## src/rtl/fetch_pkg.sv

```systemverilog
`default_nettype none
// ============================================================================
// Module  : fetch_pkg
// Purpose : Shared widths, FSM state encoding and buffer entry type for the fetch stage.
// Rev     : 1.0  initial release
// ============================================================================
package fetch_pkg;

    localparam int FETCH_ADDR_W = 7;
    localparam int FETCH_DATA_W = 32;

    typedef enum logic [1:0] {
        IDLE  = 2'd0,
        FETCH = 2'd1,
        DRAIN = 2'd2,
        DONE  = 2'd3
    } fetch_state_t;

    typedef struct packed {
        logic [FETCH_DATA_W-1:0] data;
        logic [FETCH_ADDR_W-1:0] pc;
    } fetch_entry_t;

endpackage
`default_nettype wire

```

## src/rtl/fetch_skid_buffer.sv

```systemverilog
`default_nettype none
// ============================================================================
// Module  : fetch_skid_buffer
// Purpose : 2-entry FIFO of {data,pc} between the instruction memory and decode.
// Rev     : 1.0  initial release
// ============================================================================
module fetch_skid_buffer #(
    parameter int WIDTH = 39
) (
    input  logic             clk,
    input  logic             rst_n,
    input  logic             push,
    input  logic [WIDTH-1:0] push_data,
    input  logic             pop,
    input  logic             flush,
    output logic [WIDTH-1:0] head,
    output logic             empty,
    output logic [1:0]       occupancy
);

    logic [WIDTH-1:0] slots [2];
    logic             rd_ptr;
    logic             wr_ptr;
    logic [1:0]       count;

    // The caller never pushes when full nor pops when empty.
    always_ff @(posedge clk or negedge rst_n) begin
        if (!rst_n) begin
            slots[0] <= '0;
            slots[1] <= '0;
            rd_ptr   <= 1'b0;
            wr_ptr   <= 1'b0;
            count    <= 2'd0;
        end else if (flush) begin
            rd_ptr   <= 1'b0;
            wr_ptr   <= 1'b0;
            count    <= 2'd0;
        end else begin
            if (push) begin
                slots[wr_ptr] <= push_data;
                wr_ptr        <= ~wr_ptr;
            end
            if (pop) begin
                rd_ptr <= ~rd_ptr;
            end
            count <= count + {1'b0, push} - {1'b0, pop};
        end
    end

    assign head      = slots[rd_ptr];
    assign empty     = (count == 2'd0);
    assign occupancy = count;

endmodule
`default_nettype wire

```

## src/rtl/instruction_fetch_unit.sv

```systemverilog
`default_nettype none
// ============================================================================
// Module  : instruction_fetch_unit
// Purpose : PC owner and fetch FSM delivering a fixed-length program through a skid buffer.
//           Optional macro FETCH_REDIRECT_EN adds a PC redirect port with buffer flush.
// Rev     : 1.0  initial release
// ============================================================================
module instruction_fetch_unit
    import fetch_pkg::*;
#(
    parameter int ADDR_W   = FETCH_ADDR_W,
    parameter int DATA_W   = FETCH_DATA_W,
    parameter int START_PC = 0
) (
    input  logic              clk,
    input  logic              reset,
    input  logic              start,
    input  logic [ADDR_W-1:0] cantidad_instrucciones,
    output logic              imem_rd_en,
    output logic [ADDR_W-1:0] imem_addr,
    input  logic [DATA_W-1:0] imem_data,
    output logic              instr_valid,
    input  logic              instr_ready,
    output logic [DATA_W-1:0] instr_data,
    output logic [ADDR_W-1:0] instr_pc,
    output logic              busy,
    output logic              done
`ifdef FETCH_REDIRECT_EN
    ,
    input  logic              redirect_valid,
    input  logic [ADDR_W-1:0] redirect_pc
`endif
);

    localparam int                CW       = ADDR_W + 2;
    localparam int                EW       = DATA_W + ADDR_W;
    localparam logic [ADDR_W-1:0] PC_RESET = ADDR_W'(START_PC);

    logic [1:0]        rst_sync;
    logic              rst_n;
    fetch_state_t      state;
    logic [ADDR_W-1:0] pc;
    logic [ADDR_W-1:0] count_q;
    logic [ADDR_W-1:0] delivered;
    logic [ADDR_W-1:0] delivered_next;
    logic              inflight;
    logic [ADDR_W-1:0] inflight_pc;
    logic              issue;
    logic              push;
    logic              pop;
    logic              redirect_act;
    logic [ADDR_W-1:0] redirect_target;
    logic [CW-1:0]     outstanding;
    logic [CW-1:0]     issued_after;
    logic [1:0]        room_used;
    logic              drain_empty;
    logic [EW-1:0]     head;
    logic              empty;
    logic [1:0]        occ;

    // Assertion is immediate; release is retimed to clk through two flops.
    always_ff @(posedge clk or negedge reset) begin
        if (!reset) begin
            rst_sync <= 2'b00;
        end else begin
            rst_sync <= {rst_sync[0], 1'b1};
        end
    end
    assign rst_n = rst_sync[1];

`ifdef FETCH_REDIRECT_EN
    assign redirect_act    = redirect_valid && (state == FETCH || state == DRAIN);
    assign redirect_target = redirect_pc;
`else
    assign redirect_act    = 1'b0;
    assign redirect_target = '0;
`endif

    assign pop            = !empty && instr_ready;
    assign push           = inflight && !redirect_act;
    assign delivered_next = delivered + ADDR_W'(pop);
    assign outstanding    = CW'(delivered) + CW'(occ) + CW'(inflight);
    // Slot usage after this cycle's pop, so a full-rate stream keeps issuing every cycle.
    assign room_used      = occ + 2'(inflight) - 2'(pop);
    assign issue          = (state == FETCH) && !redirect_act
                            && (outstanding < CW'(count_q)) && (room_used < 2'd2);
    assign issued_after   = outstanding + CW'(issue);
    assign drain_empty    = !inflight && (occ == 2'(pop));

    always_ff @(posedge clk or negedge rst_n) begin
        if (!rst_n) begin
            state       <= IDLE;
            pc          <= PC_RESET;
            count_q     <= '0;
            delivered   <= '0;
            inflight    <= 1'b0;
            inflight_pc <= '0;
            busy        <= 1'b0;
            done        <= 1'b0;
        end else begin
            inflight  <= issue;
            delivered <= delivered_next;
            if (issue) begin
                inflight_pc <= pc;
                pc          <= pc + ADDR_W'(1);
            end
            case (state)
                IDLE, DONE: begin
                    if (start) begin
                        count_q   <= cantidad_instrucciones;
                        pc        <= PC_RESET;
                        delivered <= '0;
                        if (cantidad_instrucciones == '0) begin
                            state <= DONE;
                            busy  <= 1'b0;
                            done  <= 1'b1;
                        end else begin
                            state <= FETCH;
                            busy  <= 1'b1;
                            done  <= 1'b0;
                        end
                    end
                end
                FETCH, DRAIN: begin
                    if (redirect_act) begin
                        pc    <= redirect_target;
                        state <= (delivered_next < count_q) ? FETCH : DRAIN;
                    end else if (state == FETCH) begin
                        if (issued_after >= CW'(count_q)) begin
                            state <= DRAIN;
                        end
                    end else if (drain_empty) begin
                        state <= DONE;
                        busy  <= 1'b0;
                        done  <= 1'b1;
                    end
                end
                default: state <= IDLE;
            endcase
        end
    end

    fetch_skid_buffer #(
        .WIDTH(EW)
    ) u_skid (
        .clk      (clk),
        .rst_n    (rst_n),
        .push     (push),
        .push_data({imem_data, inflight_pc}),
        .pop      (pop),
        .flush    (redirect_act),
        .head     (head),
        .empty    (empty),
        .occupancy(occ)
    );

    assign imem_rd_en  = issue;
    assign imem_addr   = issue ? pc : '0;
    assign instr_valid = !empty;
    assign instr_data  = empty ? '0 : head[EW-1:ADDR_W];
    assign instr_pc    = empty ? '0 : head[ADDR_W-1:0];

endmodule
`default_nettype wire

```

## config.mk

```make
export PLATFORM = sky130hd
export DESIGN_NAME = instruction_fetch_unit
export DESIGN_NICKNAME = d
export VERILOG_FILES = /design/src/rtl/fetch_pkg.sv /design/src/rtl/fetch_skid_buffer.sv /design/src/rtl/instruction_fetch_unit.sv
export SDC_FILE = /design/constraint.sdc
export NUM_CORES = 1
export LEC_CHECK = 0
export CELL_PAD_IN_SITES_DETAIL_PLACEMENT = 0
export CELL_PAD_IN_SITES_GLOBAL_PLACEMENT = 1
export CORE_ASPECT_RATIO = 2
export CORE_MARGIN = 5
export CORE_UTILIZATION = 45
export CTS_CLUSTER_DIAMETER = 120
export DETAILED_ROUTE_END_ITERATION = 10
export PLACE_DENSITY_LB_ADDON = 0.08
export SYNTH_ARGS = -nofsm -noshare
export SYNTH_HDL_FRONTEND = slang
export SYNTH_HIERARCHICAL = 1
export SYNTH_SLANG_ARGS = --single-unit
```

## constraint.sdc

```tcl
create_clock -name clk -period 6.9 [get_ports clk]
set_input_delay 2.07 -clock clk [delete_from_list [all_inputs] [get_ports clk]]
set_output_delay 2.07 -clock clk [all_outputs]
set_load 0.1 [all_outputs]
```

==> flow_metrics.tcl, run 1 <==
set metrics [dict create \
    clk_path_buf_depth 2 \
    rsz0062_at_grt "no" \
    finalSetupTns_ns 0 \
    synthesis.instances 502 \
    synthXorXnorAreaFrac 0.0292 \
    tightest_slew_ns 1.03 \
    multiInputGateArea_um2 2990 \
    crit_type "in2out" \
    clock_sink_count 117 \
    grt_pass1_wl_um 22400 \
    skew_ns 0.0108 \
    cts.clk_slew.worst_paths_ns 0.06 \
    dp_hpwl_um 9560 \
    clk_latency_ns 0.40 \
    wl_um 13500 \
    die_height_um 175 \
    status "finished clean" \
    wl_per_cell_um 17.6 \
    cp.required_ns 4.83 \
    critPathTopFamily "simple AND/OR/NAND/NOR gates" \
    grt_max_degree 72 \
    grt_overflow 0 \
    crit_slowest_cell "or4_1" \
    first_pass_iters 4 \
    timing.rr.start "inflight$_DFF_PN0_" \
    reg2reg_to "state[0]$_DFFE_PN0P_" \
    cp_max_fo 11 \
    synth-adder-area-share 0.0576 \
    synth_area_um2 6120 \
    layout.nets 671 \
    grt_antenna_before_repair 0 \
    holdCritPathClass "reg2async" \
    cts-htree-levels 4 \
    endpoint "imem_addr[0]" \
    rr_worst_depth 20 \
    cp_num_buf_inv 2 \
    synth_top_family_by_area "multiplexers" \
    core_area_um2 13400 \
    syn_to_final_growth_pct 28.3 \
    crit_chain "clkdlybuf4s50_1 -> nor2b_1 -> ha_1 -> and2b_1 -> xnor2_1 -> or4_1 -> nor2_4 -> ha_2 -> buf_12" \
    postCtsHoldBufs 0 \
    regArea_um2 2930 \
    die_x_um 92.5 \
    maxCapViolCount 0 \
    initial_utilization 0.455 \
    routed_via_density 5.29 \
    ys.flop_type "dfrtp_1" \
    grt_pass1_vias 4468 \
    yosys.area_share.simple 0.125 \
    synthMuxAreaShare 0.235 \
    drt_iter0_drc 128 \
    postSynth.asyncResetShare 1.00 \
    vias 4066 \
    synth_seq_cells 117 \
    antenna_cells 0 \
    cts_tree "done" \
    synth_compound_area_frac 0.0343 \
    syn_area_per_cell_um2 12.2 \
    n_fill_cell 1111 \
    cts-root-buf "clkbuf_16" \
    ys_types 56 \
    grt_usage 0.177 \
    max_stage_delay_ns 0.54 \
    seq_area_frac_synth 0.478 \
    relSlewSlack 0.314 \
    ff2ff_setup_slack_ns 1.26 \
    layout-drive-gt1-share 0.277 \
    cts_resized 0 \
    port_buffers 92 \
    ios 93 \
    post_cts_buffers 0 \
    period_minus_slack_ns 6.58 \
    synth-edff-count 0 \
    route.detailed.drc 0 \
    crit_cells 9 \
    report.final.slew_viol_count 0 \
    startpoint "instr_ready" \
    worst_setup_path_end_kind "output port" \
    start_kind "input pin" \
    cts_buffers 17 \
    ant_nets 0 \
    yosysWarningCount 6 \
    num_rows 60 \
    fin_crit_sh 0.954 \
    dieArea_um2 16200 \
    fmax_ghz 0.152 \
    finalSetupViolations 0 \
    gp_routability_congestion 0.847 \
    hold_viol_final 0 \
    cp_data_arrival_time_ns 4.51 \
]
layer usage:
metal,global-route usage,vias up,share of wire
met5,0,-,0
met4,0.0806,0,0.030
met1,0.184,2022,0.37
met3,0.0401,26,0.037
met2,0.330,90,0.56
li1,-,1928,-
kinds of logic (layout without fill, tap and decap cells):
kind of cell | count (synthesis) | count (layout)
XOR/XNOR | 18 | 18
AND/OR/NAND/NOR | 127 | 127
adder cells (fa/ha/maj) | 27 | 27
AO/OA/AOI/OAI | 35 | 35
multiplexers | 128 | 128
flip-flops | 117 | 117
other | 2 | 7
buffers and inverters | 48 | 155
flip-flops by register name, indices dropped and copies added, names as in the netlist, 2 cells and up:
name and flops:
state 2, rst_sync 2, delivered 7, count_q 7
pc 7, u_skid/occupancy 2, u_skid/slots 78, inflight_pc 7
worst min-delay path by stage:
stage	from	to	slack [ns]
2_1_floorplan	rst_sync[0]$_DFF_PN0_	rst_sync[1]$_DFF_PN0_	0.33
3_3_place_gp	rst_sync[1]$_DFF_PN0_	u_skid/slots[68]$_DFFE_PN0P_	0.34
3_5_place_dp	rst_sync[0]$_DFF_PN0_	rst_sync[1]$_DFF_PN0_	0.34
4_1_cts	rst_sync[0]$_DFF_PN0_	rst_sync[1]$_DFF_PN0_	0.35
5_1_grt	rst_sync[0]$_DFF_PN0_	rst_sync[1]$_DFF_PN0_	0.37
6_report	rst_sync[1]$_DFF_PN0_	u_skid/slots[68]$_DFFE_PN0P_	0.33
stage by stage:
step / cell area, µm² / utilization / setup WS [ns] / std cells / hold slack (ns)
2_1_floorplan: 6140 / - / 0.0270 / 507 / 0.331
3_3_place_gp: 7250 / 0.540 / 0.310 / 737 / 0.337
3_5_place_dp: 7250 / 0.540 / 0.294 / 737 / 0.336
4_1_cts: 7850 / 0.584 / 0.281 / 769 / 0.350
5_1_grt: 7850 / 0.584 / 0.158 / 769 / 0.373
6_report: 7850 / 0.584 / 0.319 / 769 / 0.333
cells in the mapped netlist (all sizes together), types with 2 or more instances:
cell	number	area share
and2	11	0.011
nand2b	4	0.0041
nor4b	2	0.0029
nand2	18	0.011
nor3b	2	0.0033
or4	5	0.0061
and3	2	0.0020
xnor2	10	0.016
nor2	14	0.0098
o21ai	13	0.011
nor3	2	0.0016
xor2	7	0.010
and2b	3	0.0039
nand3	10	0.0082
inv	25	0.015
ha	25	0.051
mux2	124	0.23
buf	16	0.018
nand3b	2	0.0045
or3	2	0.0022
a21oi	9	0.0074
conb	2	0.0012
dfrtp	117	0.48
nor2b	45	0.047
fa	2	0.0065
clkbuf	7	0.0059
mux2i	4	0.0065
o31ai	4	0.0049
final cells by class:
class | instances | area share
multi-input cells | 342 | 0.380
clock buffers | 19 | 0.0577
inverters | 25 | 0.0119
flip-flops and latches | 117 | 0.373
clock inverters | 13 | 0.0190
repair buffers | 98 | 0.133
well taps | 155 | 0.0247
placed cells by master (no fill, tap or decap), types with 2 or more instances in the layout:
cell type        count
dfrtp_1            115
mux2_2             111
clkdlybuf4s50_1     84
nor2b_1             44
inv_1               25
ha_1                24
nand2_1             18
clkbuf_16           17
o21ai_0             13
mux2_1              13
nor2_1              12
and2_1              10
nand3_1             10
xnor2_1              9
a21oi_1              9
buf_12               8
xor2_1               7
conb_1               7
buf_4                6
or4_1                5
nand2b_1             4
mux2i_1              4
o31ai_1              4
clkinv_4             4
inv_6                3
clkinvlp_4           3
and3_1               2
nor4b_1              2
and2b_1              2
nor3_1               2
nor2_4               2
fa_1                 2
bufinv_16            2
clkbuf_8             2
Power of run 1 is not shown: default switching activity piles up to over one toggle a cycle in this logic, so the estimate is an artifact.
==> run 2: changes to the inputs <==
--- a/config.mk
+++ b/config.mk
@@ -9,7 +9,7 @@
 export CELL_PAD_IN_SITES_GLOBAL_PLACEMENT = 1
 export CORE_ASPECT_RATIO = 2
 export CORE_MARGIN = 5
-export CORE_UTILIZATION = 45
+export CORE_UTILIZATION = 40
 export CTS_CLUSTER_DIAMETER = 120
 export DETAILED_ROUTE_END_ITERATION = 10
 export PLACE_DENSITY_LB_ADDON = 0.08
==> constraint.sdc (replaced) <==
create_clock -name clk -period 6.02 [get_ports clk]
set_input_delay 1.806 -clock clk [delete_from_list [all_inputs] [get_ports clk]]
set_output_delay 1.806 -clock clk [all_outputs]
set_load 0.1 [all_outputs]
==> flow_metrics.tcl, run 2 (synthesized netlist as in run 1, its figures left out) <==
set metrics [dict create \
    status "finished clean" \
    cp_data_arrival_time_ns 4.13 \
    fin_util 0.529 \
    worst_setup_path_end_kind "output port" \
    die_height_um 185 \
    route.detailed.drc 0 \
    grt_antenna_before_repair 0 \
    cts.clk_slew.worst_paths_ns 0.06 \
    report.final.slew_viol_count 0 \
    tightest_slew_ns 1.03 \
    ff2ff_setup_slack_ns 0.52 \
    cts_tree "done" \
    final_common_cell "dfrtp_1" \
    period_minus_slack_ns 5.94 \
    ios 93 \
    vias 4065 \
    core_area_um2 15200 \
    rr_worst_depth 22 \
    grt_pass1_vias 4486 \
    cp_max_fo 8 \
    wl_um 14200 \
    reg2reg_to "state[0]$_DFFE_PN0P_" \
    timing.final.ws_setup_ns 0.0810 \
    clock_sink_count 117 \
    port_buffers 92 \
    cts-htree-levels 4 \
    crit_cells 10 \
    dieArea_um2 18000 \
    hold-worst-slack_ns 0.335 \
    maxCapViolCount 0 \
    largest_register_ffs 78 \
    gp_routability_congestion 0.811 \
    postCtsHoldBufs 0 \
    max_stage_delay_ns 0.54 \
    routed_via_density 4.98 \
    layout-drive-gt1-share 0.299 \
    critPathTopFamily "simple AND/OR/NAND/NOR gates" \
    antenna_cells 0 \
    dp_hpwl_um 10200 \
    place_ws_ns -0.137 \
    grt_overflow 0 \
    grt_max_degree 73 \
    ant_nets 0 \
    start_kind "input pin" \
    final_cell_mix "dfrtp_1, mux2_2, clkdlybuf4s50_1, nor2b_1, inv_1" \
    timing.rr.start "u_skid/occupancy[0]$_DFF_PN0_" \
    cts_buffers 17 \
    regMostFlops "u_skid/slots" \
    cp.required_ns 4.21 \
    first_pass_iters 4 \
    fin_crit_sh 0.987 \
    crit_chain "clkdlybuf4s50_1 -> nor2b_4 -> ha_4 -> and2b_1 -> xnor2_2 -> or4_4 -> nor2_4 -> buf_12 -> and2_4 -> buf_12" \
    post_dp_cell_area_um2 7370 \
    crit_type "in2out" \
    grt_usage 0.163 \
    holdCritPathClass "reg2async" \
    cts-root-buf "clkbuf_16" \
    crit_slowest_cell "or4_4" \
    grt_pass1_wl_um 23100 \
    cp_num_buf_inv 3 \
    cp_common_cell "buf_12" \
    fin_area_um2 8040 \
    skew_ns 0.0108 \
    syn_to_final_growth_pct 31.4 \
    fmax_ghz 0.168 \
    finalSetupViolations 0 \
    hold_viol_final 0 \
    clk_path_buf_depth 2 \
    die_x_um 97.5 \
    initial_utilization 0.402 \
    num_rows 64 \
    relSlewSlack 0.310 \
    drt_iter0_drc 84 \
    layout.nets 678 \
    wl_per_cell_um 17.4 \
    clk_latency_ns 0.40 \
]
==> run 2: metrics by stage <==
stage               TNS [ns]  instances
floorplan             -0.362        507
global placement     -0.0318        785
detailed placement    -0.236        785
CTS                        0        815
global route         -0.0245        817
finish                     0        817
==> run 2: worst max-delay path by stage <==
stage | startpoint | endpoint | slack, ns
after floorplan | instr_ready | imem_addr[1] | -0.06
after global placement | instr_ready | state[0]$_DFFE_PN0P_ | -0.02
after detailed placement | instr_ready | state[0]$_DFFE_PN0P_ | -0.14
after CTS | instr_ready | imem_addr[3] | 0.008
after global routing | instr_ready | imem_addr[3] | -0.007
final | instr_ready | imem_addr[3] | 0.08
==> run 2: layout make-up <==
cell class	instances	area [µm²]
fillers	1377	7170
repair buffers	105	1110
clock buffers	22	484
multi-input cells	342	3050
inverters	25	93.8
well taps	198	248
flip-flops and latches	117	2930
clock inverters	8	124
==> run 2: metal layers <==
metal,part of all wire,vias to the layer above,global-route usage
met4,0.024,0,0.0671
met2,0.59,71,0.324
met3,0.026,21,0.0302
li1,-,1930,-
met1,0.36,2043,0.163
met5,0,-,0
==> run 2: timing repair <==
action	CTS	global route
endpoints found under the hold margin	0	0
endpoints found under the setup margin	0	9
buffers inserted	0	2
gates resized for setup	0	13
Power of run 2 is left out for the same reason.
